[src/rtl/clz_seq.sv]
// clz_seq: sequential count-leading-zeros / count-leading-ones unit (MIPS clz/clo).
// The operand is scanned CHUNK bits per cycle from the MSB behind a start/busy/done
// handshake. Leading-ones mode inverts the operand once at capture and reuses the
// leading-zeros datapath.
// Optional feature macro: CLZ_SEQ_EARLY_EXIT_EN. When defined, the scan stops on the
// first chunk holding a counted bit; otherwise every operation takes WIDTH/CHUNK cycles
// and the count freezes once the first counted bit has been seen.
module clz_seq #(
    parameter int WIDTH = 32,
    parameter int CHUNK = 4,
    parameter int RW    = $clog2(WIDTH + 1)
) (
    input  logic             clk,
    input  logic             rst_n,
    input  logic             start,
    input  logic             mode,
    input  logic [WIDTH-1:0] a,
    output logic             busy,
    output logic             done,
    output logic [RW-1:0]    result
);
    localparam int NCH = WIDTH / CHUNK;
    localparam int IW  = (NCH > 1) ? $clog2(NCH) : 1;
    localparam logic [RW-1:0] CHUNK_W  = RW'(CHUNK);
    localparam logic [RW-1:0] ONE_W    = RW'(32'd1);
    localparam logic [IW-1:0] IDX_ONE  = IW'(32'd1);
    localparam logic [IW-1:0] LAST_IDX = IW'(NCH - 1);

    typedef enum logic {
        IDLE = 1'b0,
        SCAN = 1'b1
    } state_t;

    state_t           state_r, state_nxt_s;
    logic [WIDTH-1:0] sreg_r, sreg_nxt_s;
    logic [RW-1:0]    cnt_r, cnt_nxt_s;
    logic [RW-1:0]    result_r, result_nxt_s;
    logic [IW-1:0]    idx_r, idx_nxt_s;
    logic             busy_r, busy_nxt_s;
    logic             done_r, done_nxt_s;
`ifdef CLZ_SEQ_EARLY_EXIT_EN
`else
    logic             found_r, found_nxt_s;
`endif

    logic [CHUNK-1:0] top_s;
    logic             any_s;
    logic             last_s;
    logic [RW-1:0]    step_s;

    // Number of zeros above the first set bit of one chunk (CHUNK when the chunk is empty).
    function automatic logic [RW-1:0] chunk_lz(input logic [CHUNK-1:0] c);
        logic [RW-1:0] n;
        logic          hit;
        n   = {RW{1'b0}};
        hit = 1'b0;
        for (int i = CHUNK - 1; i >= 0; i--) begin
            if (hit) begin
                hit = 1'b1;
            end else if (c[i]) begin
                hit = 1'b1;
            end else begin
                n = n + ONE_W;
            end
        end
        return n;
    endfunction

    assign top_s  = sreg_r[WIDTH-1 -: CHUNK];
    assign any_s  = |top_s;
    assign last_s = (idx_r == LAST_IDX);
    // Running count after the current chunk: stop inside it if it holds a counted bit.
    assign step_s = any_s ? (cnt_r + chunk_lz(top_s)) : (cnt_r + CHUNK_W);

    // Next-state and datapath update for the IDLE/SCAN controller.
    always_comb begin
        state_nxt_s  = state_r;
        sreg_nxt_s   = sreg_r;
        cnt_nxt_s    = cnt_r;
        idx_nxt_s    = idx_r;
        busy_nxt_s   = busy_r;
        done_nxt_s   = 1'b0;
        result_nxt_s = result_r;
`ifdef CLZ_SEQ_EARLY_EXIT_EN
`else
        found_nxt_s  = found_r;
`endif
        case (state_r)
            IDLE: begin
                if (start) begin
                    sreg_nxt_s  = mode ? ~a : a;
                    cnt_nxt_s   = {RW{1'b0}};
                    idx_nxt_s   = {IW{1'b0}};
                    busy_nxt_s  = 1'b1;
                    state_nxt_s = SCAN;
`ifdef CLZ_SEQ_EARLY_EXIT_EN
`else
                    found_nxt_s = 1'b0;
`endif
                end else begin
                    state_nxt_s = IDLE;
                end
            end
            SCAN: begin
`ifdef CLZ_SEQ_EARLY_EXIT_EN
                if (any_s) begin
                    result_nxt_s = step_s;
                    done_nxt_s   = 1'b1;
                    busy_nxt_s   = 1'b0;
                    state_nxt_s  = IDLE;
                end else begin
                    cnt_nxt_s  = step_s;
                    sreg_nxt_s = sreg_r << CHUNK;
                    idx_nxt_s  = idx_r + IDX_ONE;
                    if (last_s) begin
                        result_nxt_s = step_s;
                        done_nxt_s   = 1'b1;
                        busy_nxt_s   = 1'b0;
                        state_nxt_s  = IDLE;
                    end else begin
                        state_nxt_s = SCAN;
                    end
                end
`else
                sreg_nxt_s = sreg_r << CHUNK;
                idx_nxt_s  = idx_r + IDX_ONE;
                if (found_r) begin
                    cnt_nxt_s = cnt_r;
                end else begin
                    cnt_nxt_s   = step_s;
                    found_nxt_s = any_s;
                end
                if (last_s) begin
                    result_nxt_s = found_r ? cnt_r : step_s;
                    done_nxt_s   = 1'b1;
                    busy_nxt_s   = 1'b0;
                    state_nxt_s  = IDLE;
                end else begin
                    state_nxt_s = SCAN;
                end
`endif
            end
            default: begin
                state_nxt_s = IDLE;
                busy_nxt_s  = 1'b0;
            end
        endcase
    end

    // State, datapath and registered-output flops.
    always_ff @(posedge clk or negedge rst_n) begin
        if (!rst_n) begin
            state_r  <= IDLE;
            sreg_r   <= {WIDTH{1'b0}};
            cnt_r    <= {RW{1'b0}};
            idx_r    <= {IW{1'b0}};
            busy_r   <= 1'b0;
            done_r   <= 1'b0;
            result_r <= {RW{1'b0}};
        end else begin
            state_r  <= state_nxt_s;
            sreg_r   <= sreg_nxt_s;
            cnt_r    <= cnt_nxt_s;
            idx_r    <= idx_nxt_s;
            busy_r   <= busy_nxt_s;
            done_r   <= done_nxt_s;
            result_r <= result_nxt_s;
        end
    end

`ifdef CLZ_SEQ_EARLY_EXIT_EN
`else
    // Remembers that the counted bit was already seen so later chunks do not add to cnt.
    always_ff @(posedge clk or negedge rst_n) begin
        if (!rst_n) begin
            found_r <= 1'b0;
        end else begin
            found_r <= found_nxt_s;
        end
    end
`endif

    assign busy   = busy_r;
    assign done   = done_r;
    assign result = result_r;

endmodule

[config.mk]
export PLATFORM = sky130hd
export DESIGN_NAME = clz_seq
export DESIGN_NICKNAME = d
export VERILOG_FILES = /design/src/rtl/clz_seq.sv
export SDC_FILE = /design/constraint.sdc
export NUM_CORES = 1
export LEC_CHECK = 0
export BUFFER_PORTS_ARGS = -buffer_cell sky130_fd_sc_hd__buf_4
export CAP_MARGIN = 20
export CORE_UTILIZATION = 48
export CTS_CLUSTER_SIZE = 10
export DETAILED_ROUTE_END_ITERATION = 8
export HOLD_SLACK_MARGIN = 0.15
export PLACE_DENSITY = 0.69
export SKIP_CTS_REPAIR_TIMING = 1
export SLEW_MARGIN = 10
export SYNTH_ARGS = -nofsm -noshare
export SYNTH_HDL_FRONTEND = slang
export SYNTH_SLANG_ARGS = --single-unit
export TNS_END_PERCENT = 5
[constraint.sdc]
create_clock -name clk -period 4.05 [get_ports clk]
set_input_delay 0.81 -clock clk [delete_from_list [all_inputs] [get_ports clk]]
set_output_delay 0.81 -clock clk [all_outputs]
set_load 0.1 [all_outputs]
Yosys cells after proc, flatten, opt, wreduce, memory -nomap -nowiden
Index checks and enable logic that the tools add are counted.

Flip-flop bits (word level): 51. Output and inout bits: 8. Logic and storage cells: 54.

Add/sub/neg operators: 6. Equality and inequality tests: 3. Multiplexer cells: 32. Bitwise operators: 2. Reduce and logical (&&, ||, !) cells: 3.

Operator list (count): $mux W32 (2); $pmux W32 S2 (1); $mux W6 (9); $not A32 Y32 (1); $add A6 B1 Y6 const B (3); $mux W1 (14); $pmux W6 S2 (1); $add A6 B3 Y6 const B (1); $add A6 B6 Y6 (1); $pmux W1 S2 (3); $pmux W3 S2 (1); $reduce_and A2 Y1 (2); $reduce_or A4 Y1 (1); $add A3 B1 Y3 const B (1); $eq A3 B3 Y1 const B (1); $mux W3 (1); $ne A2 B1 Y1 const B (1); $ne A2 B2 Y1 const B (1); $not A1 Y1 (1).

Longest topological paths before layout
Word-level depth: 14. Depth in mapped cells: 13.

Worst setup path before layout
Ideal clock, no wire load.

Path type: register to register. Start point: register sreg_r[30]. End point: register cnt_r[4]. Arrival time: 3087 ps. Path slack: 898 ps. Stages on the path, launching flop included: 12. Buffers on the path: 0. Cell sequence: dfrtp_1 -> nor2_1 -> ha_1 -> o21a_1 -> ha_1 -> mux2_2 -> o21a_1 -> fa_1 -> a21o_1 -> a211oi_1 -> mux2_2 -> nand2_1.

Cells in the longest elaborated chain, start to end: 12. Elaborated cells between the ends (all ways): 16. Classes of those cells: 3 x add/sub; 12 x mux; 1 x reduce/logical.

RTL lines: start: declaration (line 35) `logic [WIDTH-1:0] sreg_r, sreg_nxt_s;`; start signal: assignment (line 154) `sreg_r <= {WIDTH{1'b0}};`; start signal: assignment (line 162) `sreg_r <= sreg_nxt_s;`; $mux W6 (line 60) `end else if (c[i]) begin`; $mux W6 (line 58) `if (hit) begin`; $add A6 B1 Y6 (line 63) `n = n + ONE_W;`; $mux W6 (line 60); $mux W6 (line 58); $add A6 B1 Y6 (line 63); $mux W6 (line 60); $mux W6 (line 58); $add A6 B6 Y6 (line 73) `assign step_s = any_s ? (cnt_r + chunk_lz(top_s)) : (cnt_r + CHUNK_W);`; $mux W6 * (line 73); $mux W6 * (line 127) `if (found_r) begin`; $pmux W6 S2 * (line 88) `case (state_r)`; end signal: assignment (line 155) `cnt_r <= {RW{1'b0}};`; end signal: assignment (line 163) `cnt_r <= cnt_nxt_s;`; end: declaration (line 36) `logic [RW-1:0] cnt_r, cnt_nxt_s;`.

Mark *: on every way between the ends. The rest lies on a longest branch, timed or not. A chain may end at the register's enable or synchronous reset.

Worst setup path in the final report
Start point: register sreg_r[31]. End point: register cnt_r[4].

Cells in the longest elaborated chain, start to end: 14. Elaborated cells between the ends (all ways): 18. Classes of those cells: 4 x add/sub; 13 x mux; 1 x reduce/logical.

RTL lines (line): $mux W1 (60); $add A6 B1 Y6 (63); $mux W6 (60); $mux W6 (58); $add A6 B1 Y6 (63); $mux W6 (60); $mux W6 (58); $add A6 B1 Y6 (63); $mux W6 (60); $mux W6 (58); $add A6 B6 Y6 (73); $mux W6 * (73); $mux W6 * (127); $pmux W6 S2 * (88).

Marks and branches as above.

==> reports/qor.yml <==
status: "finished clean"
synth-seq-cells: 51
ys.flop_type: "dfrtp_1"
hold_viol_final: 0
met3_length_microns: 206
drive_gt1_frac: 0.170
synth_top_family_by_area: "compound AO/OA/AOI/OAI gates"
met1_length_microns: 2660
netlist_area_sq_um: 2870
yosys.area_share.simple: 0.155
critPathLaunch: "sreg_r[31]$_DFFE_PN0P_"
critPathArrivalTime_ns: 3.70
hold_depth: 2
top_layer_used: "met4"
p_leak_nw: 1.49
cp.required_ns: 4.30
area_delta_synth_final_pct: 15.5
yosysMostFrequentCell: "nand2_1"
ys_warn_count: 0
max_freq_mhz: 290
cts_buffers: 5
worstMarginPinSlew_ns: 0.643
place_congestion: 0.774
die-area_sq_um: 6300
setup.worst_path.class: "reg2reg"
clockBufferDepth: 2
cp_slowest_cell: "dfrtp_1"
period_share: 0.851
num-fill-cells: 491
fin_total_pwr_mw: 2.38
drv_slew: 0
stdcell_area_sq_um: 3320
rsz0062_at_grt: "false"
rows: 27
numClockSinks: 51
clockRootBuffer: "clkbuf_8"
grt_pass1_vias: 2185
yosysTopAreaCell: "dfrtp_1"
r2r_end: "cnt_r[4]$_DFFE_PN0P_"
path_cells: "nor2_1 > ha_1 > o21a_1 > ha_1 > mux2_2 > o21a_1 > fa_1 > a21o_1 > a211oi_1 > mux2_2 > nand2_1"
synth-seq-area-share: 0.444
ys_top_cells_by_count: "66 x nand2_1, 62 x o21ai_0, 51 x dfrtp_1, 33 x xnor2_1, 17 x clkbuf_1"
hold_slack_ns: 0.489
synth_xor_area_frac: 0.104
synth_edf_count: 0
fin_cells: 425
critPathCaptureType: "flip-flop"
drtIter0Drc: 101
synth-compound-area-share: 0.193
synthAdderAreaFrac: 0.0462
placed_area_sq_um: 3210
via_per_inst: 5.46
h-tree-depth: 2
hold_path_end: "result[0]$_DFFE_PN0P_"
clock_latency_ns: 0.31
worst_slack_ns: 0.602
fin_tns_setup_ns: 0
port_buffers: 43
dieWidth_microns: 79.3
ir_worst_vdd_uv: 394
routedWlPerCell_microns: 13.4
grt_max_degree: 71
syn_area_per_cell_sq_um: 8.89
critPathMaxStageDelay_ns: 0.48
io-pin-count: 44
coreArea_sq_um: 5640
cts_tree: "built"
slew_headroom: 0.571
r2r_cells: 11
wl_microns: 5700
synth_top_area_frac: 0.444
synthMuxAreaShare: 0.0187
fin_util: 0.588
hold_class: "reg2reg"
syn_inst: 323
crit_fanout: 7
antenna_found_initial: 0
antenna_left: 0
first_pass_iters: 4
clock_skew_ns: 0.0116
r2r_start: "sreg_r[31]$_DFFE_PN0P_"
dr_total_vias: 2320
die_y_microns: 79.3
preCtsSetupSlack_ns: 0.680
worst-r2r-setup-slack_ns: 0.60
yosys-top-cells-area: "dfrtp_1 44%, o21ai_0 11%, xnor2_1 10%, nand2_1 8.6%, ha_1 3.9%"
min_from: "result[0]$_DFFE_PN0P_"
place_inst: 417
routed-wl-met2_microns: 2780
setup_violations: 0
overflow: 0
critPathLaunchType: "flip-flop"
async_flop_share: 1.00
nets: 398
ys_types: 40
start_util: 0.509
dp_hpwl_microns: 3830
post-route-drc-count: 0
synth_fp_nets: 369
clk_pin_slew_ns: 0.10
min_period_ns: 3.45
grtUsageTotal: 0.196
p_per_area_nw_per_um2: 719
diodes: 0
maxCapViolations: 0
grt_pass1_wl_microns: 9770
-- worst max path at each step --
stage | end | slack [ns] | cells after the start
floorplan | cnt_r[4]$_DFFE_PN0P_ | 0.90 | 11
global placement | cnt_r[4]$_DFFE_PN0P_ | 0.78 | 11
detailed placement | cnt_r[4]$_DFFE_PN0P_ | 0.68 | 11
CTS | cnt_r[4]$_DFFE_PN0P_ | 0.64 | 11
global route | cnt_r[4]$_DFFE_PN0P_ | 0.41 | 11
finish | cnt_r[4]$_DFFE_PN0P_ | 0.60 | 11
-- worst max-delay path: cells and delay by family, from the launching register on --
kind | cells | cell delay [ns]
muxes | 2 | 0.64
adders and majority gates | 3 | 0.99
and+or+nand+nor | 2 | 0.26
DFF | 1 | 0.48
AOI/OAI and AO/OA | 4 | 1.01
-- report_power, final --
part	internal [mW]	total, mW	switching (mW)
combinational	0.427	1.16	0.733
sequential	0.708	0.863	0.155
clock	0.185	0.360	0.176
-- logic make-up (layout without fill, tap and decap cells) --
group	after synthesis	after routing
adder cells (fa/ha/maj)	10	10
flip-flops	51	51
multiplexers	5	5
XOR/XNOR	34	34
buffers and inverters	28	58
AO/OA/AOI/OAI	94	94
AND/OR/NAND/NOR	101	101
-- area by class of cell --
class / count / area (sq um) / area share
Sequential cell: 51 / 1280 / 0.385
Clock inverter: 2 / 37.5 / 0.0113
Clock buffer: 6 / 72.6 / 0.0219
Inverter: 6 / 22.5 / 0.00679
Timing Repair Buffer: 44 / 330 / 0.0996
Multi-Input combinational cell: 244 / 1490 / 0.448
Tap cell: 72 / 90.1 / 0.0272
-- sequential cells by signal (all words and copies together) (netlist names) --
name,count
sreg_r,32
cnt_r,6
result,6
idx_r,3
busy,1
done,1
found_r,1
state_r,1
-- cells in the final DEF (no fill, tap or decap), types with 2 or more instances in the layout --
cell type,synthesis,routed
a211oi_1,5,5
a21o_1,3,3
a21oi_1,4,4
a22o_1,3,3
a31oi_1,2,2
and2_1,2,2
buf_4,0,44
clkbuf_8,0,5
clkinv_1,2,2
dfrtp_1,51,50
ha_1,9,9
inv_1,4,4
mux2_2,3,3
mux2i_1,2,2
nand2_1,66,66
nand2b_1,2,2
nand3_1,4,4
nor2_1,15,15
o21a_1,3,3
o21ai_0,62,62
o22ai_1,3,3
o31ai_1,4,4
or4_1,4,4
xnor2_1,33,33
-- routing by layer --
| layer | GRT usage | vias to the layer above |
|---|---|---|
| met2 | 0.347 | 45 |
| li1 | - | 1162 |
| met3 | 0.0345 | 6 |
| met1 | 0.244 | 1107 |
| met5 | 0 | - |
| met4 | 0.0564 | 0 |
(Power assumes the default switching activity.)
